$ cat src/rtl/fpu_addsub_param.sv
// fpu_addsub_param: multi-cycle parametrised floating-point adder/subtractor.
// Word = {sign, EXP_W unbiased exponent, MAN_W fraction} with an implicit
// leading 1; exponent=0 and fraction=0 encodes zero (either sign).
// Rounding is round-to-nearest-even using guard/round/sticky bits.
// Build option FPU_FLUSH_INEXACT_EN: inexact results are flushed to zero.
module fpu_addsub_param #(
    parameter int EXP_W = 6,
    parameter int MAN_W = 25
) (
    input  logic                 clock100KHz,
    input  logic                 reset,
    input  logic                 start,
    input  logic                 op_sub,
    input  logic [EXP_W+MAN_W:0] op_A_in,
    input  logic [EXP_W+MAN_W:0] op_B_in,
    output logic                 busy,
    output logic                 done,
    output logic [EXP_W+MAN_W:0] data_out,
    output logic [3:0]           status_out
);
    localparam int W  = 1 + EXP_W + MAN_W;
    localparam int MW = MAN_W + 1;   // hidden bit + fraction
    localparam int AW = MAN_W + 3;   // hidden, fraction, guard, round
    localparam int WW = MAN_W + 5;   // carry, hidden, fraction, guard, round, sticky
    localparam int XW = EXP_W + 1;   // exponent with headroom for the carry shift
    localparam logic [EXP_W-1:0] D_MAX = EXP_W'(MAN_W + 2);
    localparam logic [XW-1:0]    E_OVF = XW'((1 << EXP_W) - 1);

`ifdef FPU_FLUSH_INEXACT_EN
    localparam bit FLUSH_INEXACT = 1'b1;
`else
    localparam bit FLUSH_INEXACT = 1'b0;
`endif

    typedef enum logic [2:0] {S_IDLE, S_ALIGN, S_OPER, S_NORM, S_ROUND, S_OUT} state_t;
    state_t state, state_nxt;

    logic             accept;
    logic             sgn_a, sgn_b;
    logic [EXP_W-1:0] exp_a, exp_b;
    logic [MW-1:0]    man_a, man_b;
    logic [AW-1:0]    big_al, sml_al;
    logic             stk, big_sgn, sml_sgn;
    logic [XW-1:0]    exp_r;
    logic [WW-1:0]    mag;
    logic             sgn_r, zero_r, uf_r, inx_r;
    logic [MAN_W-1:0] frac_r;

    logic             a_ge, al_stk, sgn_sum, norm_exit;
    logic [EXP_W-1:0] d_sh;
    logic [AW-1:0]    sml_ext, al_sml;
    logic [2*AW-1:0]  al_full;
    logic [WW-1:0]    big_x, sml_x, mag_sum;
    logic [MAN_W+1:0] rnd;

    // Mantissa with hidden bit; the zero encoding gets no implicit 1
    function automatic logic [MW-1:0] unpack_man(input logic [W-1:0] x);
        logic nz;
        nz = (x[W-2:MAN_W] != '0) || (x[MAN_W-1:0] != '0);
        return {nz, x[MAN_W-1:0]};
    endfunction

    // Round-to-nearest-even: returns {inexact, carry_out, rounded fraction}
    function automatic logic [MAN_W+1:0] rne(input logic [WW-1:0] m);
        logic up;
        up = m[2] & (m[1] | m[0] | m[3]);
        return {m[2] | m[1] | m[0], up & (&m[WW-2:3]), m[MAN_W+2:3] + MAN_W'(up)};
    endfunction

    // Final saturation/flush and status encoding: returns {word, status}
    function automatic logic [W+3:0] pack_result(input logic sgn, input logic [XW-1:0] e,
                                                 input logic [MAN_W-1:0] f,
                                                 input logic zero, input logic uf,
                                                 input logic inx);
        logic [W-1:0] word;
        word = {sgn, e[EXP_W-1:0], f};
        if (e >= E_OVF)
            return {{W{1'b0}}, 4'b0100};
        else if (uf)
            return {{W{1'b0}}, 4'b1000};
        else if (zero)
            return {{W{1'b0}}, 4'b0001};
        else if (inx)
            return {(FLUSH_INEXACT ? {W{1'b0}} : word), 4'b0010};
        return {word, 4'b0001};
    endfunction

    // Align: shift the smaller-exponent mantissa right, OR shifted-out bits into sticky
    always_comb begin
        a_ge    = exp_a >= exp_b;
        d_sh    = a_ge ? exp_a - exp_b : exp_b - exp_a;
        sml_ext = a_ge ? {man_b, 2'b00} : {man_a, 2'b00};
        al_full = {sml_ext, {AW{1'b0}}} >> d_sh;
        if (d_sh > D_MAX) begin
            al_sml = '0;
            al_stk = |sml_ext;
        end else begin
            al_sml = al_full[2*AW-1:AW];
            al_stk = |al_full[AW-1:0];
        end
    end

    // Magnitude add or subtract; sticky rides as the LSB so borrows see it
    always_comb begin
        big_x = {1'b0, big_al, 1'b0};
        sml_x = {1'b0, sml_al, stk};
        if (big_sgn == sml_sgn) begin
            mag_sum = big_x + sml_x;
            sgn_sum = big_sgn;
        end else if (big_x >= sml_x) begin
            mag_sum = big_x - sml_x;
            sgn_sum = big_sgn;
        end else begin
            mag_sum = sml_x - big_x;
            sgn_sum = sml_sgn;
        end
        if (mag_sum == '0)
            sgn_sum = 1'b0;
    end

    assign rnd       = rne(mag);
    assign norm_exit = zero_r || (!mag[WW-1] && (mag[WW-2] || exp_r == '0));

    // State register
    always_ff @(posedge clock100KHz or negedge reset) begin
        if (!reset)
            state <= S_IDLE;
        else
            state <= state_nxt;
    end

    // Next-state logic; NORM loops one shift per cycle until normalized
    always_comb begin
        state_nxt = state;
        unique case (state)
            S_IDLE:  if (start) state_nxt = S_ALIGN;
            S_ALIGN: state_nxt = S_OPER;
            S_OPER:  state_nxt = S_NORM;
            S_NORM:  if (norm_exit) state_nxt = S_ROUND;
            S_ROUND: state_nxt = S_OUT;
            S_OUT:   state_nxt = S_IDLE;
            default: state_nxt = S_IDLE;
        endcase
    end

    // Output decode: busy in every non-idle state, operands accepted only from idle
    always_comb begin
        busy   = (state != S_IDLE);
        accept = (state == S_IDLE) && start;
    end

    // Datapath registers, advanced per state
    always_ff @(posedge clock100KHz or negedge reset) begin
        if (!reset) begin
            sgn_a <= 1'b0;  sgn_b <= 1'b0;
            exp_a <= '0;    exp_b <= '0;
            man_a <= '0;    man_b <= '0;
            big_al <= '0;   sml_al <= '0;
            stk <= 1'b0;    big_sgn <= 1'b0;  sml_sgn <= 1'b0;
            exp_r <= '0;    mag <= '0;
            sgn_r <= 1'b0;  zero_r <= 1'b0;   uf_r <= 1'b0;  inx_r <= 1'b0;
            frac_r <= '0;
            data_out <= '0; status_out <= '0; done <= 1'b0;
        end else begin
            done <= (state == S_OUT);
            unique case (state)
                S_IDLE: begin
                    if (accept) begin
                        sgn_a <= op_A_in[W-1];
                        sgn_b <= op_B_in[W-1] ^ op_sub;
                        exp_a <= op_A_in[W-2:MAN_W];
                        exp_b <= op_B_in[W-2:MAN_W];
                        man_a <= unpack_man(op_A_in);
                        man_b <= unpack_man(op_B_in);
                        uf_r  <= 1'b0;
                    end
                end
                S_ALIGN: begin
                    big_al  <= a_ge ? {man_a, 2'b00} : {man_b, 2'b00};
                    sml_al  <= al_sml;
                    stk     <= al_stk;
                    big_sgn <= a_ge ? sgn_a : sgn_b;
                    sml_sgn <= a_ge ? sgn_b : sgn_a;
                    exp_r   <= {1'b0, (a_ge ? exp_a : exp_b)};
                end
                S_OPER: begin
                    mag    <= mag_sum;
                    sgn_r  <= sgn_sum;
                    zero_r <= (mag_sum == '0);
                end
                S_NORM: begin
                    if (!zero_r) begin
                        if (mag[WW-1]) begin
                            mag   <= {1'b0, mag[WW-1:2], mag[1] | mag[0]};
                            exp_r <= exp_r + XW'(1);
                        end else if (!mag[WW-2]) begin
                            if (exp_r == '0) begin
                                uf_r <= 1'b1;
                            end else begin
                                mag   <= mag << 1;
                                exp_r <= exp_r - XW'(1);
                            end
                        end
                    end
                end
                S_ROUND: begin
                    frac_r <= rnd[MAN_W-1:0];
                    exp_r  <= exp_r + {{EXP_W{1'b0}}, rnd[MAN_W]};
                    inx_r  <= rnd[MAN_W+1];
                end
                S_OUT: begin
                    {data_out, status_out} <= pack_result(sgn_r, exp_r, frac_r, zero_r, uf_r, inx_r);
                end
                default: ;
            endcase
        end
    end
endmodule

$ cat config.mk
export PLATFORM = sky130hd
export DESIGN_NAME = fpu_addsub_param
export DESIGN_NICKNAME = d
export VERILOG_FILES = /design/src/rtl/fpu_addsub_param.sv
export SDC_FILE = /design/constraint.sdc
export NUM_CORES = 1
export LEC_CHECK = 0
export CORE_MARGIN = 5
export CORE_UTILIZATION = 53
export DETAILED_ROUTE_END_ITERATION = 10
export PLACE_DENSITY_LB_ADDON = 0.12
export SYNTH_ARGS = -nofsm -noshare
export SYNTH_HDL_FRONTEND = slang
export SYNTH_SLANG_ARGS = --single-unit
$ cat constraint.sdc
create_clock -name clock100KHz -period 10 [get_ports clock100KHz]
set_clock_uncertainty 0.15 [all_clocks]
set_input_delay 2 -clock clock100KHz [delete_from_list [all_inputs] [get_ports clock100KHz]]
set_output_delay 2 -clock clock100KHz [all_outputs]
set_load 0.03 [all_outputs]
After elaboration in Yosys (flattened, before gate mapping)

Index checks and enable logic that the tools add are counted.

Register bits: 231
Bits of input ports: 68
Output and inout port bits: 38
Logic and storage cells: 128

$add $sub $neg: 9
Order comparisons: 4
Equal/unequal tests: 15
Shift operators: 1
Mux-type cells: 42
Bitwise gates (word level): 7
Reduce and logical (&&, ||, !) cells: 27

Operators with widths:

| operator                                       | number |
|---|---|
| 36-bit 2-to-1 mux                              | 5 |
| 30-bit 2-to-1 mux                              | 3 |
| 29-bit 2-to-1 mux                              | 3 |
| 28-bit 2-to-1 mux                              | 3 |
| 30-bit one-hot mux with 2 select lines         | 1 |
| 29-bit by 29-bit subtractor with 30-bit output | 2 |
| 28-bit OR reduction                            | 2 |
| 56-bit by 6-bit right shift with 56-bit output | 1 |
| 25-bit nonzero test                            | 2 |
| 29-bit by 29-bit adder with 30-bit output      | 1 |
| 30-bit zero test                               | 1 |
| 29-bit >= comparator                           | 1 |
| 7-bit 2-to-1 mux                               | 4 |
| 26-bit AND reduction                           | 1 |
| 25-bit by 1-bit adder with 25-bit output       | 1 |
| 7-bit one-hot mux with 3 select lines          | 1 |
| 1-bit 2-to-1 mux                               | 16 |
| 3-bit one-hot mux with 5 select lines          | 1 |
| 2-bit inequality test (second input constant)  | 7 |
| 6-bit 2-to-1 mux                               | 2 |
| 6-bit nonzero test                             | 2 |
| 6-bit subtractor                               | 2 |
| 4-bit AND reduction                            | 2 |
| 7-bit by 1-bit adder with 7-bit output         | 1 |
| 24 further kinds                               | 40 |

Depth between registers and ports, before layout

Word-level depth: 6
Gate-level depth with buffers: 20
Mapped depth without buffers: 19

Least setup slack after synthesis

OpenSTA, ideal clock, no wires.

Path kind: register to register
Start point: reg exp_a[0]
End point: reg stk
Setup time: 133 ps
Arrival time: 3957 ps
Required time: 9717 ps
Slack: 5761 ps
Stages on the path, launching flop included: 17
Path buffers: 1
Period minus slack after synthesis: 4239 ps
Cell sequence: dfrtp_1 > inv_1 > ha_1 > inv_1 > fa_1 > a21o_1 > a2111o_1 > nand2_2 > buf_2 > mux4_2 > mux2i_1 > mux2i_1 > nor4_1 > nand4_1 > a211o_1 > a221oi_1 > o22ai_1

Word-level cells in the longest chain between the ends: 5
Elaborated cells on any way between the ends: 10
Those cells by class: 2 x add/sub; 2 x order compare; 1 x shift; 3 x mux; 2 x reduce/logical

RTL lines:

| element                                                        | line   | text |
|---|---|---|
| from (decl)                                                    | 40     | `logic [EXP_W-1:0] exp_a, exp_b;` |
| from (signal assigned)                                         | 171    | `exp_a <= op_A_in[W-2:MAN_W];` |
| 6-bit subtractor / 6-bit >= comparator (equally long branches) | 91, 90 |  |
| 6-bit 2-to-1 mux / 28-bit 2-to-1 mux (equally long branches)   | 91, 92 |  |
| 56-bit by 6-bit right shift with 56-bit output                 | 93     | `al_full = {sml_ext, {AW{1'b0}}} >> d_sh;` |
| 28-bit OR reduction                                            | 99     | `al_stk = \|al_full[AW-1:0];` |
| 1-bit 2-to-1 mux (*)                                           | 94     | `if (d_sh > D_MAX) begin` |
| to (signal assigned)                                           | 181    | `stk <= al_stk;` |
| to (decl)                                                      | 43     | `logic stk, big_sgn, sml_sgn;` |

Every way passes the cells marked *; elsewhere a longest branch is shown, timed or not.
A chain may end at the register's enable or synchronous reset.

Final worst setup path

Same ends and word-level chain as after synthesis.

==> qor.yml <==
track_usage_pct: 29.7
totalWireLength_um: 54900
core_area_mm2: 0.0324
crit_chain: "inv_1 > ha_1 > and4_1 > a2111o_1 > nand2_2 > buf_4 > mux4_2 > mux2i_1 > mux2i_1 > nor4_1 > nand4_1 > a211o_1 > a221oi_1 > o22ai_1"
grt_first_pass_wirelength_um: 87100
io_buffers: 105
dp_slack_ns: 4.54
syn_area_per_cell_um2: 8.75
cts-resized-gates: 0
grt_max_degree: 120
critical_path_required_ns: 10.27
finish.utilization_pct: 60.0
fillers: 2861
worst_slew_pin_slew_ns: 1.29
layout_min_cycle_time_ns: 5.49
cts_sinks: 229
crit_slowest_cell: "ha_1"
die_w_um: 190
cts_buffer_depth: 3
hp-class: "register to register"
rsz0062_at_grt: "false"
area_growth_pct: 12.6
setup_ws_ns: 4.51
slowest_delay_ns: 0.74
drc: 0
synthCells: 1970
ys_seq_area_share_pct: 33.2
grt.overflow.total: 0
synth-seq-cells: 229
synth-main-ff-cell: "dfrtp_1"
yosysWarnings: 0
path_max_fanout: 44
routabilityCongestion: 0.975
dp_hpwl_um: 42000
io_pins: 106
final-hold-violation-count: 0
diodes: 0
wl_met2_um: 25100
grt_antenna_before_repair: 1
synth_cell_types: 91
status: "finished clean"
setup_violations: 0
antenna_left: 0
mappedNetlistArea_mm2: 0.0172
nNetsFinal: 2171
cts_made_buffers: 26
ys_async_sr_fraction_pct: 100
via_per_inst: 6.45
drv_slew: 0
cp_num_buf_inv: 2
startpoint_type: "register"
worst-setup-path-type: "register to register"
synth_edf_count: 0
clk_latency_ns: 0.56
wl_met1_um: 23900
cts_max_level: 1
fin_crit_sh_pct: 54.9
placed_cells: 2415
path_clk_slew_ns: 0.06
slew_headroom_pct: 13.1
arrival_ns: 5.76
drive_gt1_share_pct: 8.96
syn_nets: 2140
drt-initial-drc-count: 1274
stdcell_count: 2461
timing.setup.tns_ns: 0
cts_root_buf: "clkbuf_16"
maxCapViolCount: 0
cts-hold-fix-buffers: 0
start_util_pct: 53.3
first_pass_iters: 6
chipHeight_um: 190
path_common_cell: "mux2i_1"
wire_per_inst_um: 22.3
wl_met3_um: 4060
critPathTopFamily: "simple AND/OR/NAND/NOR gates"
cp-end-kind: "register"
max_freq_mhz: 182
top_layer: "met5"
grt_pass1_vias: 15500
cts_tree: "built"
vias: 15900
rows: 66
post_cts_buffers: 0
die_area_mm2: 0.0362
-- area by class of cell --
type | count | area, µm² | area share (%)
Sequential cell | 229 | 5730 | 29.5
Inverter | 109 | 409 | 2.11
Tap cell | 442 | 553 | 2.85
Multi-Input combinational cell | 1511 | 10700 | 54.9
Clock inverter | 9 | 126 | 0.651
Clock buffer | 37 | 732 | 3.77
Timing Repair Buffer | 124 | 1200 | 6.18
-- synthesized netlist by cell type, drive strengths merged (6+ instances only) --
cell / n / area, µm²
buf: 32 / 168
o211ai: 12 / 90.1
mux4: 25 / 563
nor2b: 13 / 81.3
a21o: 25 / 188
a31oi: 59 / 369
xor2: 23 / 201
o311ai: 7 / 78.8
a211oi: 23 / 178
inv: 109 / 409
a22o: 42 / 368
nand2b: 9 / 56.3
nor3b: 7 / 57.6
o21a: 14 / 105
xnor2: 26 / 228
a2111oi: 11 / 110
o21ai: 93 / 469
a22oi: 7 / 52.6
mux2: 60 / 676
ha: 97 / 1210
nand2: 179 / 677
dfrtp: 229 / 5730
nor4: 38 / 238
nand4: 29 / 188
or3: 14 / 87.6
a32oi: 19 / 166
or2: 10 / 62.6
o31ai: 18 / 135
a21oi: 151 / 778
nand3: 49 / 245
a221oi: 11 / 96.3
and3: 7 / 43.8
and2: 13 / 81.3
mux2i: 68 / 681
a211o: 7 / 61.3
nor2: 188 / 722
nor3: 39 / 195
o221ai: 6 / 52.6
o21bai: 16 / 120
clkbuf: 89 / 334
or4: 8 / 67.6
o22ai: 19 / 119
-- flip-flops by register name (all words and copies together) (netlist names), 6 cells and up --
register	flops
man_a	26
data_out	32
sml_al	28
frac_r	25
exp_b	6
mag	30
man_b	26
big_al	26
exp_r	7
exp_a	6
-- metrics by stage --
stage | area (µm²) | hold WS, ns
global route | 19400 | 0.348
floorplan | 17200 | 0.304
CTS | 19400 | 0.343
detailed placement | 18600 | 0.324
finish | 19400 | 0.339
global placement | 18600 | 0.327
-- cells in the final DEF, fill, tap and decap left out, types with 22 or more instances in the layout --
master	n
clkdlybuf4s50_1	104
nand2_1	177
mux2_2	58
a211oi_1	22
mux2i_1	67
dfrtp_1	229
mux4_2	25
nor2_1	185
ha_1	97
nand3_1	49
a21o_1	25
nor4_1	38
a31oi_1	59
xnor2_1	24
a22o_1	42
nor3_1	38
nand4_1	28
a21oi_1	149
o21ai_0	86
inv_1	109
xor2_1	22
clkbuf_16	26
-- path summary, 6_finish.rpt --
path,start,to,slack [ns],depth (start not counted)
max,exp_a[0]$_DFFE_PN0P_,stk$_DFFE_PN0P_,4.51,14
min,frac_r[0]$_DFFE_PN0P_,data_out[0]$_DFFE_PN0P_,0.34,1
max reg2reg,exp_a[0]$_DFFE_PN0P_,stk$_DFFE_PN0P_,4.51,14
min reg2reg,frac_r[0]$_DFFE_PN0P_,data_out[0]$_DFFE_PN0P_,0.34,1
max in group asynchronous,reset,man_a[22]$_DFFE_PN0P_,6.92,2
min in group asynchronous,reset,mag[11]$_DFFE_PN0P_,1.38,1
-- kinds of logic after synthesis --
group | Yosys count | synth area share (%)
compound gates | 582 | 22.9
mux | 153 | 11.1
xor+xnor | 49 | 2.49
simple gates | 625 | 17.4
fa+ha+maj | 102 | 7.62
flops | 229 | 33.2
buf+inv | 230 | 5.28
-- per-layer routing --
| layer | global-route usage (%) | vias to the layer above |
|---|---|---|
| met3 | 4.65 | 123 |
| met1 | 41.7 | 7698 |
| met2 | 47.7 | 703 |
| li1 | - | 7356 |
| met4 | 8.98 | 2 |
| met5 | 0 | - |
Power is left out: the tool's default activity adds up to more than one toggle a clock period on the data nets, which glitch-free logic cannot reach.
